===== config.mk =====
export PLATFORM = sky130hd
export DESIGN_NAME = memset_beat_sequencer_flat
export DESIGN_NICKNAME = d
export VERILOG_FILES = /design/src/rtl/memset_beat_sequencer_pkg.sv /design/src/rtl/memset_beat_sequencer_if.sv /design/src/rtl/memset_beat_sequencer.sv /design/src/flat_wrapper.sv
export SDC_FILE = /design/constraint.sdc
export NUM_CORES = 1
export LEC_CHECK = 0
export BUFFER_PORTS_ARGS = -buffer_cell sky130_fd_sc_hd__buf_2
export CAP_MARGIN = 10
export CORE_MARGIN = 8
export CORE_UTILIZATION = 30
export DETAILED_ROUTE_END_ITERATION = 10
export HOLD_SLACK_MARGIN = 0.1
export PLACE_DENSITY = 0.62
export SLEW_MARGIN = 25
export SYNTH_ARGS = -nofsm -noshare
export SYNTH_HDL_FRONTEND = slang
export SYNTH_SLANG_ARGS = --single-unit

===== constraint.sdc =====
create_clock -name clk -period 3.5 [get_ports clk]
set_clock_uncertainty 0.1 [all_clocks]
set_input_delay 0.7 -clock clk [delete_from_list [all_inputs] [get_ports clk]]
set_output_delay 0.7 -clock clk [all_outputs]
set_load 0.02 [all_outputs]

===== src/rtl/memset_beat_sequencer_pkg.sv =====
// Shared widths, FSM encoding, beat payload and last-beat strobe helper
// for the memset beat sequencer.
package memset_pkg;

    localparam int unsigned DataWidth    = 512;
    localparam int unsigned LenWidth     = 32;
    localparam int unsigned BytesPerBeat = DataWidth / 8;
    localparam int unsigned OffWidth     = $clog2(BytesPerBeat);
    localparam int unsigned CntWidth     = LenWidth + 1;

    typedef enum logic [1:0] {
        IDLE,
        RUN,
        DONE
    } memset_seq_state_e;

    typedef struct packed {
        logic [DataWidth-1:0]    bits;
        logic [BytesPerBeat-1:0] strb;
        logic                    last;
    } beat_t;

    // Byte mask of the final beat; a zero remainder means a full beat.
    function automatic logic [BytesPerBeat-1:0] tail_strb(input logic [OffWidth-1:0] len_rem);
        if (len_rem == '0) begin
            return '1;
        end
        return (BytesPerBeat'(1) << len_rem) - BytesPerBeat'(1);
    endfunction

endpackage


===== src/rtl/memset_beat_sequencer_if.sv =====
// Ready/valid beat stream from the sequencer toward the memset accelerator.
interface memset_beat_sequencer_if;
    import memset_pkg::*;

    logic                    ready;
    logic                    valid;
    logic [DataWidth-1:0]    bits;
    logic [BytesPerBeat-1:0] strb;
    logic                    last;

    modport master (input ready, output valid, bits, strb, last);
    modport slave  (output ready, input valid, bits, strb, last);

endinterface


===== src/rtl/memset_beat_sequencer.sv =====
// Converts a byte-length CSR plus start pulse into an exact run of strobed
// beats, and reports busy/done to the CSR manager.
module memset_beat_sequencer
    import memset_pkg::*;
(
    input  logic                     clk,
    input  logic                     rst,
    input  logic [LenWidth-1:0]      ext_csr_i_0,
    input  logic                     ext_start_i,
    output logic                     ext_busy_o,
    output logic                     ext_done_o,
    memset_beat_sequencer_if.master  ext_data_o
);

    memset_seq_state_e       state_q;
    logic [CntWidth-1:0]     beats_left_q;
    logic [LenWidth-1:0]     idx_q;
    logic [BytesPerBeat-1:0] tail_q;
    beat_t                   beat_q;
    logic                    valid_q;
    logic                    busy_q;
    logic                    done_q;

    logic                    fire_c;
    logic [CntWidth-1:0]     nbeats_c;
    logic [CntWidth-1:0]     left_next_c;
    logic [LenWidth-1:0]     idx_next_c;
    logic [BytesPerBeat-1:0] start_tail_c;

    // One extra bit keeps ceil(len/BPB) exact for the all-ones length.
    assign nbeats_c     = (CntWidth'(ext_csr_i_0) + CntWidth'(BytesPerBeat - 1)) >> OffWidth;
    assign start_tail_c = tail_strb(ext_csr_i_0[OffWidth-1:0]);
    assign fire_c       = valid_q & ext_data_o.ready;
    assign left_next_c  = beats_left_q - CntWidth'(1);
    assign idx_next_c   = idx_q + LenWidth'(1);

    always_ff @(posedge clk) begin
        if (rst) begin
            state_q      <= IDLE;
            beats_left_q <= '0;
            idx_q        <= '0;
            tail_q       <= '0;
            beat_q       <= '0;
            valid_q      <= 1'b0;
            busy_q       <= 1'b0;
            done_q       <= 1'b0;
        end else begin
            case (state_q)
                IDLE: begin
                    if (ext_start_i) begin
                        busy_q <= 1'b1;
                        if (ext_csr_i_0 == '0) begin
                            state_q <= DONE;
                            done_q  <= 1'b1;
                        end else begin
                            state_q      <= RUN;
                            beats_left_q <= nbeats_c;
                            idx_q        <= '0;
                            tail_q       <= start_tail_c;
                            valid_q      <= 1'b1;
                            beat_q.bits  <= '0;
                            beat_q.last  <= (nbeats_c == CntWidth'(1));
                            beat_q.strb  <= (nbeats_c == CntWidth'(1)) ? start_tail_c : '1;
                        end
                    end
                end
                RUN: begin
                    // Next beat is loaded on the firing edge so the stream has no bubbles.
                    if (fire_c) begin
                        if (beat_q.last) begin
                            valid_q <= 1'b0;
                            state_q <= DONE;
                            done_q  <= 1'b1;
                        end else begin
                            idx_q        <= idx_next_c;
                            beats_left_q <= left_next_c;
                            beat_q.bits  <= DataWidth'(idx_next_c);
                            beat_q.last  <= (left_next_c == CntWidth'(1));
                            beat_q.strb  <= (left_next_c == CntWidth'(1)) ? tail_q : '1;
                        end
                    end
                end
                DONE: begin
                    done_q  <= 1'b0;
                    busy_q  <= 1'b0;
                    state_q <= IDLE;
                end
                default: begin
                    state_q <= IDLE;
                end
            endcase
        end
    end

    assign ext_busy_o       = busy_q;
    assign ext_done_o       = done_q;
    assign ext_data_o.valid = valid_q;
    assign ext_data_o.bits  = beat_q.bits;
    assign ext_data_o.strb  = beat_q.strb;
    assign ext_data_o.last  = beat_q.last;

endmodule


===== src/flat_wrapper.sv =====
// flat-port wrapper written by rule: the top's interface ports become plain ports
module memset_beat_sequencer_flat import memset_pkg::*;
  (clk, rst, ext_csr_i_0, ext_start_i, ext_busy_o, ext_done_o, ext_data_o_ready, ext_data_o_valid, ext_data_o_bits, ext_data_o_strb, ext_data_o_last);
  memset_beat_sequencer_if ext_data_o_i ();
  input  logic clk;
  input  logic rst;
  input  logic [LenWidth-1:0] ext_csr_i_0;
  input  logic ext_start_i;
  output logic ext_busy_o;
  output logic ext_done_o;
  input wire logic [$bits(ext_data_o_i.ready)-1:0] ext_data_o_ready;
  output wire logic [$bits(ext_data_o_i.valid)-1:0] ext_data_o_valid;
  output wire logic [$bits(ext_data_o_i.bits)-1:0] ext_data_o_bits;
  output wire logic [$bits(ext_data_o_i.strb)-1:0] ext_data_o_strb;
  output wire logic [$bits(ext_data_o_i.last)-1:0] ext_data_o_last;
  assign ext_data_o_i.ready = ext_data_o_ready;
  assign ext_data_o_valid = ext_data_o_i.valid;
  assign ext_data_o_bits = ext_data_o_i.bits;
  assign ext_data_o_strb = ext_data_o_i.strb;
  assign ext_data_o_last = ext_data_o_i.last;
  memset_beat_sequencer u_core (.clk(clk), .rst(rst), .ext_csr_i_0(ext_csr_i_0), .ext_start_i(ext_start_i), .ext_busy_o(ext_busy_o), .ext_done_o(ext_done_o), .ext_data_o(ext_data_o_i));
endmodule

* Word level (Yosys, flattened, before mapping)
Index checks and enable logic that the tools add are counted.
** Operators by class
- $add $sub $neg :: 4
- Bitwise operators :: 2
- Multiplexer cells :: 37
- Equality and inequality tests :: 10
- Reductions and logical operators :: 13
- Shift operators :: 1
** Operator list (number)
- $mux 577 :: 4
- $pmux 577 s2 :: 1
- $mux 64 :: 4
- $mux 33 :: 4
- $mux 32 :: 4
- $pmux 33 s2 :: 1
- $pmux 32 s2 :: 1
- $shl 1x6->64 const A :: 1
- $sub 64x2->64 const B :: 1
- $add 32x6->33 const B :: 1
- $eq 33x1->1 const B :: 1
- $sub 33x1->33 const B :: 1
- $add 32x1->32 const B :: 1
- $logic_not 32->1 :: 1
- $eq 27x1->1 const B :: 1
- $reduce_and 5->1 :: 3
- $mux 1 :: 10
- $mux 2 :: 4
- $logic_not 6->1 :: 1
- $ne 2x1->1 const B :: 3
- $ne 2x2->1 const B :: 3
- $reduce_and 3->1 :: 2
- $pmux 1 s2 :: 2
- $pmux 2 s2 :: 1
- other kinds (10) :: 11
** Word-level totals
- Word-level logic and storage cells :: 77
- Bits in registers :: 711

* Depth between registers and ports, before layout
Gate-level depths: netlist of the first run.
- Depth after elaboration :: 7
- Depth in mapped cells :: 15

* Least setup slack after synthesis of the first run
No wires, ideal clock.
- Kind :: reg-to-reg
- From :: reg u_core.beats_left_q[0]
- To :: reg u_core.ext_data_o.strb[10] (netlist name)
- Buffers on the path :: 2
- Setup slack :: 0.029 ns
- Required time :: 3.278 ns
- Stages on the path, launching flop included :: 14
- Clock period less this slack :: 3.471 ns
- Arrival time :: 3.250 ns
- Cells stage by stage :: dfxtp_1 > inv_1 > ha_1 > nor4b_1 > xnor2_1 > a31oi_1 > or4_1 > a2111oi_0 > and4b_1 > nand3_2 > a21boi_2 > buf_6 > buf_8 > a21oi_2
** On the way
- Word-level cells in the longest chain between the ends :: 6
** RTL lines
- from (decl) :: RTL line memset_beat_sequencer.sv:16 : logic [CntWidth-1:0] beats_left_q;
- from (signal assigned) :: RTL line memset_beat_sequencer.sv:57 : beats_left_q <= nbeats_c;
- from (signal assigned) :: RTL line memset_beat_sequencer.sv:76 : beats_left_q <= left_next_c;
- $sub 33x1->33 :: RTL line memset_beat_sequencer.sv:34 : assign left_next_c = beats_left_q - CntWidth'(1);
- $eq 33x1->1 :: RTL line memset_beat_sequencer.sv:79 : beat_q.strb <= (left_next_c == CntWidth'(1)) ? tail_q : '1;
- $mux 64 :: RTL line memset_beat_sequencer.sv:79
- $mux 577 :: RTL line memset_beat_sequencer.sv:70 : if (beat_q.last) begin
- $mux 577 :: RTL line memset_beat_sequencer.sv:69 : if (fire_c) begin
- $pmux 577 s2 :: RTL line memset_beat_sequencer.sv:48 : case (state_q)
No other way between the ends. The select of a mux whose other input is x is not followed.
A chain may end at the register's enable or synchronous reset.

* Worst setup path in the final report of the first run
- From :: reg u_core.beats_left_q[1]
- To :: reg u_core.ext_data_o.strb[47] (netlist name)
** On the way
- Word-level cells in the longest chain between the ends :: 6
** RTL lines (RTL line)
- $sub 33x1->33 :: memset_beat_sequencer.sv:34
- $eq 33x1->1 :: memset_beat_sequencer.sv:79
- $mux 64 :: memset_beat_sequencer.sv:79
- $mux 577 :: memset_beat_sequencer.sv:70
- $mux 577 :: memset_beat_sequencer.sv:69
- $pmux 577 s2 :: memset_beat_sequencer.sv:48
No other way between the ends. The select of a mux whose other input is x is not followed.

==> metrics.yaml, run 1 <==
cells_and_area:
  drive_above_1_share_pct: 17.2
  final_common_cell: "conb_1"
  areaGrowthSynthToFinish_pct: 10.6
  nets: 2417
  final_area_um2: 17700
  final_cell_mix: "conb_1, dfxtp_1, a21oi_1, nor2_1, nand2_1"
  diodes: 0
worst_hold_path:
  hold_depth: 2
  hold_path_class: "in -> reg"
detailed_routing:
  drcViolationCount: 0
  vias: 14300
  via_per_inst: 4.62
  wl_um: 49200
  routedWlPerCell_um: 16.0
  first_iter_violations: 1091
  drt_first_pass_iters: 5
  ant_nets: 0
global_routing:
  grt_max_degree: 116
  grtUsageTotal_pct: 14.5
  antenna_found_initial: 1
  grt_pass1_wl_um: 73800
  grt.overflow.total: 0
  grt_pass1_vias: 13000
sta:
  rsz0062_at_grt: "yes"
  relSlewSlack_pct: 51.6
  max_freq_mhz: 289
  tightest_slew_ps: 724
  post-route-period-util_pct: 98.9
  finalHoldViolations: 0
  setup_violations: 0
  slew_viol_final: 0
  period_minus_slack_ps: 3460
  tns_ps: 0
place:
  io_buffers: 135
  gpl.final_weighted_congestion: 0.891
  dpl.hpwl_um: 36200
  place_area_um2: 16500
cts:
  clk_latency_ps: 580
  clockBufferDepth: 3
  hold_buffers: 0
  numClockSinks: 231
  clock-root-buffer: "clkbuf_16"
  path_clk_slew_ps: 60
  cts_tree: "done"
  numCtsBuffers: 27
  h-tree-depth: 1
logic_synthesis:
  synth_edf_count: 0
  synth_area_um2: 16000
  synth_flop_cell: "dfxtp_1"
  synth_seq_cells: 231
  synth.avg_cell_area_um2: 7.30
  ys_warn_count: 0
  syn_inst: 2196
  synthDistinctLibCells: 78
  ys_seq_area_share_pct: 28.9
  synthArstFlopShare_pct: 0
floorplan:
  dieWidth_um: 247
  floorplan.initialDensity_pct: 30.4
  die-area_um2: 61100
  core_area_um2: 52700
  die_h_um: 247
  num_io_pins: 616
  row_count: 84
power_and_ir_drop:
  max-vdd-ir-drop_mv: 0.444
  p_leak_nw: 7.68
  power_density_nw_per_um2: 469
  fin_total_pwr_mw: 8.30
critical_path:
  path_class: "reg -> reg"
  crit_required_ps: 3830
  cp-start-kind: "flip-flop"
  cp_data_arrival_time_ps: 3790
  worstSetupEndpointType: "flip-flop"
  r2r_cells: 13
  r2r_slack_ps: 40
  critPathMaxFanout: 8
run_status:
  status: "complete, no violations"
flow_run:
  maxCapViolCount: 0
-- area by class of cell --
class / instances / area, um2
clock buffer: 36 / 769
tap: 688 / 861
inverter: 21 / 78.8
fill: 5698 / 34900
clock inverter: 13 / 183
multi-input combinational: 1792 / 9030
timing repair buffer: 304 / 2160
sequential: 231 / 4630
-- power by group --
| part | leakage [nW] | internal [mW] | switching (mW) | total [mW] |
|---|---|---|---|---|
| Combinational | 5.31 | 0.667 | 1.62 | 2.29 |
| Clock | 0.473 | 1.84 | 1.19 | 3.03 |
| Sequential | 1.90 | 2.84 | 0.146 | 2.98 |
-- flip-flops by register name, summed over array words and instances (netlist names) --
signal                   flops
u_core.ext_data_o.strb      64
u_core.tail_q               64
u_core.beats_left_q         33
u_core.ext_data_o.bits      32
u_core.idx_q                32
u_core.state_q               2
u_core.ext_busy_o            1
u_core.ext_data_o.last       1
u_core.ext_data_o.valid      1
u_core.ext_done_o            1
-- Yosys cell counts (5+ instances only) --
| cell | instances | share of area, % |
|---|---|---|
| buf_4 | 480 | 22 |
| a21oi_1 | 233 | 7.3 |
| dfxtp_1 | 231 | 29 |
| nor2_1 | 215 | 5.0 |
| nand2_1 | 181 | 4.2 |
| o21ai_0 | 149 | 4.7 |
| clkbuf_1 | 126 | 3.0 |
| nor3_1 | 71 | 2.2 |
| nand3_1 | 64 | 2.0 |
| a31oi_1 | 52 | 2.0 |
| xnor2_1 | 40 | 2.2 |
| a211oi_1 | 39 | 1.8 |
| and3_1 | 36 | 1.4 |
| xor2_1 | 20 | 1.1 |
| nor4_1 | 19 | 0.74 |
| inv_1 | 18 | 0.42 |
| or3_1 | 16 | 0.62 |
| buf_1 | 15 | 0.35 |
| nand4_1 | 15 | 0.59 |
| a21oi_2 | 11 | 0.60 |
| o211ai_1 | 11 | 0.52 |
| a311oi_1 | 10 | 0.55 |
| and2_1 | 9 | 0.35 |
| o31ai_1 | 8 | 0.37 |
| or4_1 | 8 | 0.37 |
| a22oi_1 | 7 | 0.33 |
| buf_2 | 7 | 0.22 |
| a21o_1 | 5 | 0.23 |
| mux2i_1 | 5 | 0.31 |
| nand2b_1 | 5 | 0.20 |
| nand3b_1 | 5 | 0.23 |
| or2_2 | 5 | 0.20 |
-- repair_timing --
action,in CTS,in global routing
endpoints found under the setup margin,33,64
gates resized for setup,1,23
cloned,0,5
setup buffers,0,7
pin swaps,1,9
-- through the flow --
| step | std cells | hold slack, ps | setup WS [ps] | util (%) |
|---|---|---|---|---|
| after floorplan | 2675 | 332 | 28.7 | - |
| after global placement | 3024 | 337 | -253 | 31.3 |
| after detailed placement | 3024 | 340 | -300 | 31.3 |
| after CTS | 3073 | 258 | 88.4 | 33.2 |
| after global routing | 3085 | 271 | -98.3 | 33.6 |
| final | 3085 | 287 | 39.3 | 33.6 |
-- metal layers --
metal | routed length (um) | global-route usage (%)
met2 | 23600 | 24.9
met1 | 20400 | 18.7
met4 | 571 | 2.67
met3 | 4680 | 3.08
met5 | 0 | 0
-- worst paths after layout --
kind	start	endpoint
worst max-delay path	u_core.beats_left_q[1]$_SDFFE_PP0P_	u_core.ext_data_o.strb[47]$_SDFFE_PP0P_
worst min-delay path	rst	u_core.tail_q[40]$_SDFFE_PP0P_
worst max register to register	u_core.beats_left_q[1]$_SDFFE_PP0P_	u_core.ext_data_o.strb[47]$_SDFFE_PP0P_
worst min register to register	u_core.ext_data_o.bits[3]$_SDFFE_PP0P_	u_core.ext_data_o.bits[3]$_SDFFE_PP0P_
-- worst max-delay path, cell delays in order, from the launching register on --
cell       delay (ps)
dfxtp_2           340
inv_2              80
ha_4              160
or4b_4            480
nor4_4            430
nand3_2           170
or3b_1            400
a21o_1            170
a22oi_2           180
nand3_2           170
a21boi_4          210
buf_12            180
clkbuf_16         180
a21oi_1            60
-- cell families (layout without fill, tap and decap cells) --
group	count (synthesis)	in the layout	synth area share [%]
muxes	6	6	0.383
xor gates and xnor gates	60	60	3.28
adders and majority gates	4	4	0.312
other	1	480	0.0234
and+or+nand+nor	676	676	19.8
DFF	231	231	28.9
buffers and inverters	652	374	26.7
AOI/OAI and AO/OA	566	566	20.6
(Power assumes the default switching activity.)
==> run 2: changes to the inputs <==
Settings changed: RECOVER_POWER from default to 50.
==> run 2 against run 1 <==
- final area shrank 0.94%
- register-to-register slack about the same
- first-iteration DRC count is 1.4% lower
- clock-buffer cell count is the same
- power decreased by 0.35%
- global-route usage did not move
- clock power about the same
- critical endpoint unchanged
- routed wire length about the same
- final cell count did not move
==> metrics.yaml, run 2 (same netlist as run 1, synthesis figures left out) <==
power_and_ir_drop:
  internal_power_mw: 5.31  # -0.61%
  p_seq_share_pct: 36.1  # +0.2 points
  power_density_nw_per_um2: 472  # +0.60%
  p_leak_nw: 7.26  # -5.4%
  p_switching_mw: 2.96  # +0.12%
  clkPwrFrac_pct: 36.7  # +0.2 points
  max-vdd-ir-drop_mv: 0.446  # +0.48%
  power_frac_comb_pct: 27.2  # -0.4 points
  swShare_pct: 35.8  # +0.17 points
cts:
  clk_latency_ps: 580  # about the same
  clock-root-buffer: "clkbuf_16"
  clockBufferDepth: 3  # unchanged
  cts_tree: "done"
  h-tree-depth: 1  # unchanged
  numClockSinks: 231  # unchanged
  numCtsBuffers: 27  # unchanged
  path_clk_slew_ps: 60  # about the same
cells_and_area:
  drive_above_1_share_pct: 12.7  # -4.5 points
  final_cell_mix: "conb_1, dfxtp_1, a21oi_1, nor2_1, nand2_1"
  fillers: 5756  # +1.0%
  final_common_cell: "conb_1"
  final-seq-area_um2: 4630  # unchanged
  areaGrowthSynthToFinish_pct: 9.53
  final_area_um2: 17600  # -0.94%
  diodes: 0  # unchanged
  nets: 2417  # unchanged
  multi_input_area_um2: 9030  # unchanged
  largestRegisters: "u_core.ext_data_o.strb: 64 flops, u_core.tail_q: 64 flops, u_core.beats_left_q: 33 flops"
floorplan:
  dieWidth_um: 247  # unchanged
  num_io_pins: 616  # unchanged
  die-area_um2: 61100  # unchanged
  floorplan.initialDensity_pct: 30.4  # unchanged
  core_area_um2: 52700  # unchanged
  row_count: 84  # unchanged
  die_h_um: 247  # unchanged
place:
  gpl.final_weighted_congestion: 0.891  # unchanged
  io_buffers: 135  # unchanged
  dpl.hpwl_um: 36200  # unchanged
  pre_cts_slack_ps: -300  # unchanged
  place_area_um2: 16500  # unchanged
global_routing:
  grt_pass1_wl_um: 73800  # unchanged
  grt.overflow.total: 0  # unchanged
  antenna_found_initial: 1  # unchanged
  grt_max_degree: 116  # unchanged
  grtUsageTotal_pct: 14.5  # unchanged
  grt_pass1_vias: 13000  # unchanged
critical_path:
  cp_cell_sequence: "inv_2, ha_4, or4b_4, nor4_4, nand3_2, or3b_1, a21o_1, a22oi_2, nand3_2, a21boi_4, buf_12, clkbuf_16, a21oi_1"
  r2r_cells: 13  # unchanged
  crit_buf_inv: 3  # unchanged
  cp_data_arrival_time_ps: 3780  # about the same
  r2r_slack_ps: 50  # about the same
  worstSetupEndpointType: "flip-flop"
  path_class: "reg -> reg"
  crit_required_ps: 3830  # about the same
  path_common_cell: "nand3_2"
  cp_top_family: "simple AND/OR/NAND/NOR gates"
  cp-start-kind: "flip-flop"
  worstReg2RegEnd: "u_core.ext_data_o.strb[47]$_SDFFE_PP0P_"
  critPathMaxFanout: 8  # unchanged
  cp_slowest_cell: "or4b_4"
  cpPeakStageDelay_ps: 480  # about the same
  r2r-start: "u_core.beats_left_q[1]$_SDFFE_PP0P_"
detailed_routing:
  via_per_inst: 4.63  # +0.29%
  vias: 14300  # +0.29%
  wl_um: 49200  # about the same
  first_iter_violations: 1076  # -1.4%
  drcViolationCount: 0  # unchanged
  drt_first_pass_iters: 7  # +2
  routedWlPerCell_um: 16.0  # about the same
  ant_nets: 0  # unchanged
sta:
  slew_viol_final: 0  # unchanged
  finalHoldViolations: 0  # unchanged
  tightest_slew_ps: 721  # -3.09 ps
  period_minus_slack_ps: 3450  # -6.47 ps
  max_freq_mhz: 290  # +0.19%
  relSlewSlack_pct: 51.8  # +0.21 points
  setup_ws_ps: 45.8  # +6.47 ps
  setup_violations: 0  # unchanged
  rsz0062_at_grt: "yes"
  post-route-period-util_pct: 98.7  # -0.18 points
worst_hold_path:
  hold_path_class: "in -> reg"
  min-delay-start: "rst"
  holdPathEnd: "u_core.tail_q[40]$_SDFFE_PP0P_"
  hold_depth: 2  # unchanged
run_status:
  status: "complete, no violations"
flow_run:
  maxCapViolCount: 0  # unchanged
[run 2: metrics by stage]
| stage | setup TNS, ps | hold slack (ps) | util, % | cells | total power, mW |
|---|---|---|---|---|---|
| finish | 0 | 284 | 33.3 | 3085 | 8.28 |
| detailed placement | -16200 | 340 | 31.3 | 3024 | 5.22 |
| floorplan | 0 | 332 | - | 2675 | 4.96 |
| CTS | 0 | 258 | 33.2 | 3073 | 8.28 |
| global route | -3770 | 271 | 33.3 | 3085 | 8.69 |
| global placement | -13870 | 337 | 31.3 | 3024 | 5.22 |
[run 2: worst reg2reg max path, delay by kind of cell (launching register included)]
kind	cells	cell delay [ps]
and+or+nand+nor	5	1650
AOI/OAI and AO/OA	4	620
DFF	1	330
buffers and inverters	3	450
adders and majority gates	1	150
[run 2: worst max path at each step]
stage,from,end,slack [ps],cells after the start
finish,u_core.beats_left_q[1]$_SDFFE_PP0P_,u_core.ext_data_o.strb[47]$_SDFFE_PP0P_,50,13
global placement,ext_csr_i_0[9],u_core.ext_data_o.strb[60]$_SDFFE_PP0P_,-250,13
floorplan,u_core.beats_left_q[0]$_SDFFE_PP0P_,u_core.ext_data_o.strb[10]$_SDFFE_PP0P_,30,13
global route,u_core.beats_left_q[1]$_SDFFE_PP0P_,u_core.ext_data_o.strb[47]$_SDFFE_PP0P_,-100,13
detailed placement,ext_csr_i_0[8],u_core.ext_data_o.strb[33]$_SDFFE_PP0P_,-300,13
CTS,u_core.beats_left_q[0]$_SDFFE_PP0P_,u_core.ext_data_o.strb[48]$_SDFFE_PP0P_,90,12
[run 2: routing by layer]
layer	global-route usage (%)	routed length, um	vias up
li1	-	-	6976
met1	18.7	20300	6691
met2	24.9	23600	587
met3	3.08	4730	43
met4	2.67	563	0
met5	0	0	-
[run 2: final cells by class]
cell class	count	share of cell area, %
multi-input combinational	1792	51.5
sequential	231	26.4
timing repair buffer	304	11.4
tap	688	4.90
clock buffer	36	4.38
clock inverter	13	1.04
inverter	21	0.449
[run 2: power by group through the flow]
stage	registers (mW)	clock network, mW	logic, mW
after CTS	2.98	3.10	2.20
final	2.99	3.03	2.25
after global routing	3.01	3.22	2.46
after global placement	3.04	0	2.18
after detailed placement	3.03	0	2.19
after floorplan	3.11	0	1.85
[run 2: timing repair]
action | CTS | global route
endpoints found under the setup margin | 33 | 64
gates resized for setup | 1 | 23
pin swaps | 1 | 9
buffers inserted | 0 | 7
hold buffers | 0 | 0
gates cloned | 0 | 5
